==> config.mk <==
export PLATFORM = sky130hd
export DESIGN_NAME = mrd_rdx_mem_wr
export DESIGN_NICKNAME = d
export VERILOG_FILES = /design/src/rtl/mrd_rdx_mem_wr.sv
export SDC_FILE = /design/constraint.sdc
export NUM_CORES = 1
export LEC_CHECK = 0
export BUFFER_PORTS_ARGS = -buffer_cell sky130_fd_sc_hd__buf_2
export CORE_MARGIN = 2
export CORE_UTILIZATION = 25
export CTS_CLUSTER_SIZE = 12
export DETAILED_ROUTE_END_ITERATION = 8
export GPL_TIMING_DRIVEN = 0
export PLACE_DENSITY = 0.44
export RECOVER_POWER = 50
export SLEW_MARGIN = 20
export SYNTH_ARGS = -nofsm -noshare
export SYNTH_HDL_FRONTEND = slang
export SYNTH_SLANG_ARGS = --single-unit
==> constraint.sdc <==
create_clock -name clk -period 3 [get_ports clk]
set_clock_uncertainty 0.05 [all_clocks]
set_input_delay 0 -clock clk [delete_from_list [all_inputs] [get_ports clk]]
set_output_delay 0 -clock clk [all_outputs]
set_load 0.05 [all_outputs]
==> src/rtl/mrd_rdx_mem_wr.sv <==
`default_nettype none
// ============================================================================
// Module   : mrd_rdx_mem_wr
// Brief    : Mixed-radix DFT write-back stage: 5x5 lane-to-bank crossbar,
//            per-stage vector counting, stage completion and sticky errors.
// Revision : 1.0
// ============================================================================
module mrd_rdx_mem_wr #(
    parameter int WDATA = 18,
    parameter int WADDR = 8,
    parameter int WCNT  = 9
) (
    input  logic                    clk,
    input  logic                    rst,
    input  logic                    stage_start,
    input  logic [WCNT-1:0]         stage_len,
    input  logic                    err_clr,
    input  logic                    in_valid,
    input  logic signed [WDATA-1:0] in_real       [0:4],
    input  logic signed [WDATA-1:0] in_imag       [0:4],
    input  logic [2:0]              in_bank_index [0:4],
    input  logic [WADDR-1:0]        in_bank_addr  [0:4],
    input  logic [3:0]              in_exp,
    output logic                    wr_en         [0:4],
    output logic [WADDR-1:0]        wr_addr       [0:4],
    output logic [2*WDATA-1:0]      wr_data       [0:4],
    output logic                    stage_done,
    output logic [3:0]              exp_stage,
    output logic                    busy,
    output logic                    err_conflict,
    output logic                    err_index,
    output logic                    err_unexp
);

    localparam int c_LANES = 5;

    typedef enum logic [0:0] {
        ST_IDLE   = 1'b0,
        ST_ACTIVE = 1'b1
    } state_t;

    state_t          r_state;
    state_t          w_state_nxt;
    logic [WCNT-1:0] r_cnt;
    logic [WCNT-1:0] w_cnt_nxt;
    logic [WCNT-1:0] r_len;
    logic [WCNT-1:0] w_len_nxt;
    logic [WCNT-1:0] w_cnt_inc;
    logic            w_accept;
    logic            w_done_nxt;
    logic            w_exp_ld;
    logic            w_unexp;
    logic            w_conflict;
    logic            w_index;
    logic            w_sel_vld  [0:c_LANES-1];
    logic [2:0]      w_sel_lane [0:c_LANES-1];

    // Lowest lane claiming a bank wins; any further claimant is a conflict.
    always_comb begin
        w_conflict = 1'b0;
        w_index    = 1'b0;
        for (int b = 0; b < c_LANES; b++) begin
            w_sel_vld[b]  = 1'b0;
            w_sel_lane[b] = 3'd0;
            for (int k = 0; k < c_LANES; k++) begin
                if (in_bank_index[k] == 3'(b)) begin
                    if (w_sel_vld[b]) begin
                        w_conflict = 1'b1;
                    end else begin
                        w_sel_vld[b]  = 1'b1;
                        w_sel_lane[b] = 3'(k);
                    end
                end
            end
        end
        for (int k = 0; k < c_LANES; k++) begin
            if (in_bank_index[k] > 3'd4) begin
                w_index = 1'b1;
            end
        end
    end

    always_comb begin
        w_state_nxt = r_state;
        w_cnt_nxt   = r_cnt;
        w_len_nxt   = r_len;
        w_done_nxt  = 1'b0;
        w_exp_ld    = 1'b0;
        w_unexp     = 1'b0;
        w_cnt_inc   = r_cnt + WCNT'(1);
        w_accept    = in_valid && (stage_start || (r_state == ST_ACTIVE));
        if (stage_start) begin
            // A vector arriving with stage_start is the first of the new stage.
            w_len_nxt = stage_len;
            w_unexp   = (r_state == ST_ACTIVE);
            w_cnt_nxt = '0;
            if (stage_len == '0) begin
                w_done_nxt  = 1'b1;
                w_state_nxt = ST_IDLE;
            end else if (in_valid && (stage_len == WCNT'(1))) begin
                w_done_nxt  = 1'b1;
                w_exp_ld    = 1'b1;
                w_state_nxt = ST_IDLE;
            end else begin
                w_state_nxt = ST_ACTIVE;
                w_cnt_nxt   = in_valid ? WCNT'(1) : '0;
            end
        end else if (r_state == ST_ACTIVE) begin
            if (in_valid) begin
                if (w_cnt_inc == r_len) begin
                    w_done_nxt  = 1'b1;
                    w_exp_ld    = 1'b1;
                    w_state_nxt = ST_IDLE;
                    w_cnt_nxt   = '0;
                end else begin
                    w_cnt_nxt = w_cnt_inc;
                end
            end
        end else if (in_valid) begin
            w_unexp = 1'b1;
        end
    end

    always_ff @(posedge clk) begin
        if (rst) begin
            r_state      <= ST_IDLE;
            r_cnt        <= '0;
            r_len        <= '0;
            stage_done   <= 1'b0;
            exp_stage    <= 4'd0;
            err_conflict <= 1'b0;
            err_index    <= 1'b0;
            err_unexp    <= 1'b0;
            for (int b = 0; b < c_LANES; b++) begin
                wr_en[b]   <= 1'b0;
                wr_addr[b] <= '0;
                wr_data[b] <= '0;
            end
        end else begin
            r_state    <= w_state_nxt;
            r_cnt      <= w_cnt_nxt;
            r_len      <= w_len_nxt;
            stage_done <= w_done_nxt;
            if (w_exp_ld) begin
                exp_stage <= in_exp;
            end
            // New error events take priority over a simultaneous clear.
            err_conflict <= (err_conflict & ~err_clr) | (w_accept & w_conflict);
            err_index    <= (err_index & ~err_clr) | (w_accept & w_index);
            err_unexp    <= (err_unexp & ~err_clr) | w_unexp;
            for (int b = 0; b < c_LANES; b++) begin
                wr_en[b] <= w_accept & w_sel_vld[b];
                if (w_accept && w_sel_vld[b]) begin
                    wr_addr[b] <= in_bank_addr[w_sel_lane[b]];
                    wr_data[b] <= {in_imag[w_sel_lane[b]], in_real[w_sel_lane[b]]};
                end
            end
        end
    end

    assign busy = (r_state == ST_ACTIVE);

endmodule
`default_nettype wire
## After elaboration in Yosys (flattened, before gate mapping)

Index checks and enable logic that the tools add are counted.

- Memories kept: 0
- Output and inout bits: 234
- Bits in read-only memories: 0
- Word-level logic and storage cells: 271
- RAM bits: 0
- Register bits after elaboration: 252
- Bits in latches: 0

- Equality and inequality tests: 22
- Div/mod/pow operators: 0
- Shift operators: 0
- Bitwise logic cells: 19
- Order comparisons: 10
- Add/sub/neg operators: 1
- Reductions and logical operators: 17
- $mul: 0
- Muxes and demuxes: 179

Operators by type and width:

| cell | number |
|---|---|
| $bmux W18 S3 | 10 |
| $mux W18 | 20 |
| $bmux W8 S3 | 5 |
| $mux W1 | 100 |
| $mux W3 | 30 |
| $mux W8 | 10 |
| $mux W9 | 4 |
| $eq A3 B2 Y1 const B | 10 |
| $ge A4 B4 Y1 const B | 5 |
| $not A3 Y4 | 5 |
| $eq A3 B1 Y1 const B | 5 |
| $eq A3 B3 Y1 const B | 5 |
| $gt A3 B3 Y1 const B | 5 |
| $logic_not A3 Y1 | 5 |
| $and A1 B1 Y1 | 10 |
| $add A9 B1 Y9 const B | 1 |
| $eq A9 B1 Y1 const B | 1 |
| $eq A9 B9 Y1 | 1 |
| $logic_not A9 Y1 | 1 |
| $logic_and A1 B1 Y1 | 7 |
| $reduce_bool A2 Y1 | 2 |
| $or A1 B1 Y1 | 3 |
| $reduce_and A2 Y1 | 1 |
| $logic_or A1 B1 Y1 | 1 |
| $not A1 Y1 | 1 |

## Longest topological paths before layout

Gate-level depths: netlist of the first run.

- Depth after elaboration: 44
- Depth in mapped cells: 10
- Mapped depth without buffers: 7

## Worst setup path before layout of the first run

No wires, ideal clock.

- Path type: flip-flop to flip-flop
- From: register r_cnt[0]
- To: register r_cnt[1]
- Stages on the path, launching flop included: 8
- Buffers on the path: 0
- Library setup time: 0.141 ns
- Period minus slack after synthesis: 2.490 ns
- Slack: 0.510 ns
- Required time: 2.809 ns
- Data arrival time: 2.299 ns
- Cell sequence: dfxtp_1 > ha_1 > nand4_1 > or3_1 > a2111o_1 > a2111oi_4 > a2bb2oi_1 > nor3_1

- Cells in the longest elaborated chain, start to end: 6

Ends and longest elaborated chain:

| item | RTL line | source |
|---|---|---|
| from (decl) | 44 | `logic [WCNT-1:0] r_cnt;` |
| from (signal assigned) | 141 | `r_cnt <= w_cnt_nxt;` |
| $add A9 B1 Y9 * | 90 | `w_cnt_inc = r_cnt + WCNT'(1);` |
| $eq A9 B9 Y1 | 110 | `if (w_cnt_inc == r_len) begin` |
| $mux W9 * | 110 |  |
| $mux W9 * | 109 | `if (in_valid) begin` |
| $mux W9 * | 108 | `end else if (r_state == ST_ACTIVE) begin` |
| $mux W9 * | 92 | `if (stage_start) begin` |

Every way passes the cells marked *; elsewhere a longest branch is shown, timed or not. The select of a mux whose other input is x is not followed.
A chain may end at the register's enable or synchronous reset.

## Final worst setup path of the first run

- From: input in_bank_index[7] in the netlist's numbering
- To: register wr_data[113] in the netlist's numbering

- Cells in the longest elaborated chain, start to end: 10
- Elaborated cells on any way between the ends: 14
- Those cells by class: eq/ne: 1; mux: 11; bitwise: 1; reduce/logical: 1

Ends and longest elaborated chain:

| item | RTL line | source |
|---|---|---|
| from (decl) | 21 | `input logic [2:0] in_bank_index [0:4],` |
| $eq A3 B1 Y1 * | 66 | `if (in_bank_index[k] == 3'(b)) begin` |
| $mux W3 or $mux W1 (tied branches) | 66 |  |
| $mux W3 | 67 | `if (w_sel_vld[b]) begin` |
| $mux W3 | 66 |  |
| $mux W3 | 67 |  |
| $mux W3 | 66 |  |
| $not A3 Y4 (not written as such) | 155 | `wr_data[b] <= {in_imag[w_sel_lane[b]], in_real[w_sel_lane[b]]};` |
| $bmux W18 S3 | 155 |  |
| $mux W18 (not written as such) (2 in a row) | 155 |  |
| to (signal, indexed assignment) | 155 |  |
| to (decl) | 26 | `output logic [2*WDATA-1:0] wr_data [0:4],` |

Marked as above.

==> results of run 1 <==
[area by class of cell]
cell class / count / area (µm²) / share of cell area [%]
Inverter: 5 / 18.77 / 0.07322
Buffer: 247 / 1086 / 4.237
Clock inverter: 5 / 53.80 / 0.2099
Tap cell: 950 / 1189 / 4.637
Timing Repair Buffer: 788 / 5209 / 20.32
Clock buffer: 50 / 992.2 / 3.871
Multi-Input combinational cell: 2015 / 12020 / 46.89
Sequential cell: 252 / 5045 / 19.68
Antenna cell: 8 / 20.02 / 0.07810
[sequential cells by signal, indices dropped and copies added (netlist names), 4 cells and up]
name and count:
wr_data 180, wr_addr 40, r_cnt 9, r_len 9
wr_en 5, exp_stage 4
[per-layer routing]
metal  vias up  GRT usage, %  wire length [µm]
met2      1460         50.34             54850
met5         -             0                13
met1     12120         40.71             49600
li1      10760             -                 -
met4         2         11.73              5006
met3       257         5.623             11050
[per-stage QoR]
stage	area [µm²]	instances
after floorplan	18070	2521
after global placement	21640	3947
after detailed placement	21760	3953
after CTS	25810	4308
after global routing	25630	4318
final	25630	4320
[cell families after synthesis]
kind of cell | after synthesis | synth area share [%]
fa+ha+maj | 1 | 0.06922
compound gates | 553 | 23.13
xor+xnor | 14 | 0.7615
flops | 252 | 27.91
buf+inv | 254 | 6.064
simple gates | 1300 | 30.63
mux | 147 | 11.44
[cells in the final DEF, fill, tap and decap left out, types with 35 or more instances in the layout]
cell type,Yosys,final
nand2_1,593,593
clkbuf_1,172,407
nor2_1,384,381
dlygate4sd3_1,0,300
buf_2,52,294
dfxtp_1,252,252
nand3_1,187,187
a211oi_1,134,134
a311oi_1,132,132
a21oi_1,101,97
o211ai_1,90,90
mux2i_1,58,58
mux2_2,46,46
and3_1,44,44
a311o_1,43,43
mux4_2,43,43
clkbuf_16,0,35
[power breakdown]
group / switching, mW / internal [mW]
Sequential: 0.207 / 3.61
Combinational: 3.15 / 1.47
Clock: 1.73 / 2.36
Total: 5.09 / 7.45
[worst paths after layout]
kind,endpoint,slack [ns],cells after the start
max reg2reg,wr_data[142]$_SDFFE_PP0P_,0.10,5
min reg2reg,exp_stage[3]$_SDFFE_PP0P_,0.43,2
min,wr_data[110]$_SDFFE_PP0P_,0.03,5
max,wr_data[113]$_SDFFE_PP0P_,0.09,10
[timing repair]
item / 4_1_cts / 5_1_grt
resized for setup: 0 / 18
hold endpoints to repair: 242 / 0
endpoints found under the setup margin: 0 / 58
hold buffers: 300 / 0
setup buffers: 0 / 6
[worst register-to-register path: cells and delay by family, from the launching register on]
family	cells	cell delay [ns]
compound gates	3	1.17
buf+inv	2	1.06
flops	1	0.47
==> metrics, run 1 <==
status=finished clean; Die X=272.9 µm; first-pass GRT wire length=169.6 mm; Max Freq=344.1 MHz; Cell Chain, Critical Path=buf_2, buf_2, or3b_1, nor2b_1, o21bai_2, buf_1, nand3_1, dlygate4sd3_1, o211ai_1, a311oi_1; CP endpoint kind=flip-flop; Arr. time, crit path=3.25 ns; final WL=120.5 mm; post-synth net total=2,775; clock root cell=clkbuf_16; core footprint=71,490 µm²; normalized max-slew margin=20.05%; Setup crit start=in_bank_index[7]; top cells by count, synth=593 x nand2_1, 384 x nor2_1, 252 x dfxtp_1, 187 x nand3_1, 172 x clkbuf_1; P_leak=9.781 nW; Post-synth top flop=dfxtp_1; CTS H-tree lvls=2; register area share after synthesis=27.91%; Num CTS Buffers=35; drt pass-1 iters=6; CTS Buffer Depth=3; routed len/inst=27.90 µm; CTS sink cnt=252; fin worst setup slack=0.09395 ns; endpoints failing setup=0; largest cells by area after synthesis=dfxtp_1 28%, nand2_1 12%, nor2_1 8.0%, a311oi_1 6.4%, a211oi_1 5.6%; worst path bufs/invs=4; family with the most delay on the worst path=buffers and inverters; Setup CP Type=in -> reg; pin count of the biggest net entering global routing=11; unrepaired setup endpoints after global routing=false; most instantiated library cell after synthesis=nand2_1; Top cell by count, worst path=buf_2; Max Slew Vio Count=0; DIE AREA=74,460 µm²; Mapped Avg Cell Area=7.169 µm²; vias in the first global route=23,820; post-synthesis register bit count=252; setup slack at placement=-0.3513 ns; WHS=0.02998 ns; Post-synth EDFFs=0; r2r startpoint=busy$_SDFF_PP0_; pwr dens=488.9 nW/µm²; clock latency on the worst-skew pair=0.56 ns; Tot Pwr=12.53 mW; grt ovf=0; Worst EP required=3.34 ns; Initial Util=25.28%; Total Nets Final=3,598; distinct cell type count after synthesis=68; die height=272.9 µm; Reg clk slew, reported paths=0.06 ns; slowest stage cell, crit path=buf_1; Routed Antenna Nets=0; Fin Setup TNS=0 ns; Hold Crit Start=in_real[20]; MaxCap Viol Count=0; Vias/cell=5.693; initial antenna violation count=8; CTS tree=done; Final Hold Fails=0; Tmin final=2.906 ns; post-synth top area cell=dfxtp_1; Syn Inst Count=2,521; Starting DRT DRC Count=2,748; Worst Max-Slew Pin Slew=1.199 ns; FFs w/ async S/R, synth=0%; worst min path class=in -> reg; VDD IR max=315.6 µV; row cnt=98; mapped cell area=18,070 µm²; synth warn=0; HPWL Detailed=88.01 mm; slowest stage delay, CP=0.65 ns; GP Congestion=0.9279; DRC violations left=0; layout cells sized above 1=14.66%; fill count=7,747; Final Cycle Share=96.87%; Layout area overhead=41.82%; CP Launch Type=input port; GRT Total Usage=30.98%; IO buf count=476; CP Max Fanout=10; Ports=487; final core occ=35.86%; top-area cell type share of the netlist area=27.91%; via count=24,590
Note: power is estimated with default switching activity, not from simulation.
==> run 2: changes to the inputs <==
Clock period 3 ns to 3.23 ns, I/O delays scaled along.
==> metrics, run 2 (synthesized netlist as in run 1, its figures left out) <==
WHS=0.02777 ns (was 0.02998 ns); R2R depth=5 (unchanged); VDD IR max=296.9 µV (was 315.6 µV); slowest stage delay, CP=1.24 ns (was 0.65 ns); routed len/inst=27.66 µm (was 27.90 µm); Layout area overhead=43.88% (was 41.82%); final core occ=36.38% (was 35.86%); Cell Chain, Critical Path=dlygate4sd3_1, clkbuf_1, clkbuf_1, clkbuf_1, a31oi_1, dlygate4sd3_1 (was buf_2, buf_2, or3b_1, nor2b_1, o21bai_2, buf_1, nand3_1, dlygate4sd3_1, o211ai_1, a311oi_1); Total Nets Final=3,638 (was 3,598); vias in the first global route=24,080 (was 23,820); CP Launch Type=input port (unchanged); multi-input combinational cell area=12,010 µm² (was 12,020 µm²); unrepaired setup endpoints after global routing=false (unchanged); slowest stage cell, crit path=clkbuf_1 (was buf_1); Setup CP Type=in -> reg (unchanged); Max Freq=312.1 MHz; Starting DRT DRC Count=2,742 (was 2,748); CP Max Fanout=10 (unchanged); FF-to-FF setup slack=0.09 ns (was 0.10 ns); DRC violations left=0 (unchanged); normalized max-slew margin=-13.91% (was 20.05%); status=finished with violations (was finished clean); IO buf count=476 (unchanged); Vias/cell=5.651 (was 5.693); Cells after DPL=3,953 (unchanged); clock root cell=clkbuf_16 (unchanged); pwr dens=451.1 nW/µm² (was 488.9 nW/µm²); GRT Total Usage=31.03% (was 30.98%); die height=272.9 µm (unchanged); hold path cells=4 (was 5); Initial Util=25.28% (unchanged); clock latency on the worst-skew pair=0.56 ns (about the same); core footprint=71,490 µm² (unchanged); layout cells sized above 1=14.23% (was 14.66%); P_leak=9.965 nW (was 9.781 nW); CTS Buffer Depth=3 (unchanged); Max Slew Vio Count=22 (was 0); Tot Pwr=11.73 mW (was 12.53 mW); grt ovf=0 (unchanged); Routed Antenna Nets=0 (unchanged); first-pass GRT wire length=170.1 mm (was 169.6 mm); pin count of the biggest net entering global routing=11 (unchanged); reg2reg end=wr_data[118]$_SDFFE_PP0P_ (was wr_data[142]$_SDFFE_PP0P_); Ports=487 (unchanged); via count=24,620 (was 24,590); Final Cycle Share=99.19%; HPWL Detailed=88.01 mm (unchanged); failing checks=capacitance limit, slew limit; Tmin final=3.204 ns; fill count=7,735 (was 7,747); number of flip-flops in the largest register=180 (unchanged); Regs by FF count=wr_data: 180 flops, wr_addr: 40 flops (unchanged); DIE AREA=74,460 µm² (unchanged); MaxCap Viol Count=2 (was 0); row cnt=98 (unchanged); CTS tree=done (unchanged); endpoints failing setup=0 (unchanged); commonest non-fill, non-tap cell in the layout=nand2_1 (unchanged); Final Hold Fails=0 (unchanged); Register Area=5045 µm² (unchanged); Cell Count, Final, Fillers Out=4,357 (was 4,320); drt pass-1 iters=6 (unchanged); Worst Max-Slew Pin Slew=1.697 ns (was 1.199 ns); final WL=120.5 mm (about the same); Die X=272.9 µm (unchanged); CTS H-tree lvls=2 (unchanged); initial antenna violation count=6 (was 8); Num CTS Buffers=35 (unchanged); worst min path class=in -> reg (unchanged); CP endpoint kind=flip-flop (unchanged); Arr. time, crit path=3.60 ns (was 3.25 ns); Top cell by count, worst path=clkbuf_1 (was buf_2); Reg clk slew, reported paths=0.06 ns (about the same); most flop-heavy register=wr_data (unchanged); Worst EP required=3.62 ns (was 3.34 ns); CTS sink cnt=252 (unchanged); GP Congestion=0.9279 (unchanged); r2r startpoint=busy$_SDFF_PP0_ (unchanged); most frequent cells in the layout=593 x nand2_1, 411 x clkbuf_1, 381 x nor2_1 (was 593 x nand2_1, 407 x clkbuf_1, 381 x nor2_1); Hold Crit Start=in_imag[37] (was in_real[20]); WHS Endpoint=wr_data[55]$_SDFFE_PP0P_ (was wr_data[110]$_SDFFE_PP0P_)
[run 2: cell types whose count changed in the layout (fill, tap and decap cells not counted), moves of 2 or more]
| cell | delta |
|---|---|
| buf_4 | -2 |
| buf_1 | +3 |
| diode_2 | -3 |
| clkbuf_1 | +4 |
| dlygate4sd3_1 | +40 |
| clkbuf_2 | -6 |
[run 2: power breakdown]
group          internal [mW]  leakage, nW  switching (mW)
Combinational           1.44         7.38            2.94
Clock                   2.20        0.516            1.61
Sequential              3.35         2.07           0.189
Total                   6.99         9.97            4.74
[run 2: per-stage QoR]
stage / setup slack (ns) / area (µm²) / setup TNS, ns
2_1_floorplan: 0.7401 / 18070 / 0
3_3_place_gp: -0.3566 / 21640 / -14.27
3_5_place_dp: -0.1213 / 21760 / -0.7717
4_1_cts: 0.01556 / 26210 / 0
5_1_grt: 0.008590 / 26000 / 0
6_report: 0.02613 / 26000 / 0
[run 2: worst max-delay path by stage]
stage / from / to
5_1_grt: r_cnt[0]$_SDFFE_PP0P_ / r_cnt[3]$_SDFFE_PP0P_
4_1_cts: in_bank_index[7] / wr_addr[25]$_SDFFE_PP0P_
6_report: rst / err_unexp$_SDFF_PP0_
3_5_place_dp: in_bank_index[10] / wr_data[96]$_SDFFE_PP0P_
2_1_floorplan: r_cnt[0]$_SDFFE_PP0P_ / r_cnt[1]$_SDFFE_PP0P_
3_3_place_gp: in_bank_index[10] / wr_data[96]$_SDFFE_PP0P_
[run 2: what timing repair did]
action / in CTS / in global routing
setup buffers: 0 / 4
endpoints found under the setup margin: 0 / 51
gates resized for setup: 0 / 12
hold endpoints to repair: 242 / 0
hold buffers: 340 / 0
[run 2: final cells by class]
cell class	instances	share of cell area, %
Antenna cell	5	0.04812
Buffer	249	4.201
Clock buffer	50	3.816
Clock inverter	5	0.2069
Inverter	5	0.07217
Multi-Input combinational cell	2015	46.17
Sequential cell	252	19.40
Tap cell	950	4.571
Timing Repair Buffer	826	21.51
[run 2: layer usage]
metal	global-route usage, %	routed length (µm)	up-vias	part of all wire, %
met1	40.79	50160	12070	42
li1	-	-	10830	-
met3	5.685	10700	259	8.9
met5	0	13	-	0.011
met2	50.28	54590	1459	45
met4	11.87	5063	2	4.2
[run 2: worst max-delay path, delay by kind of cell]
kind            cells  cell delay [ns]
buf+inv             5             3.49
compound gates      1             0.08
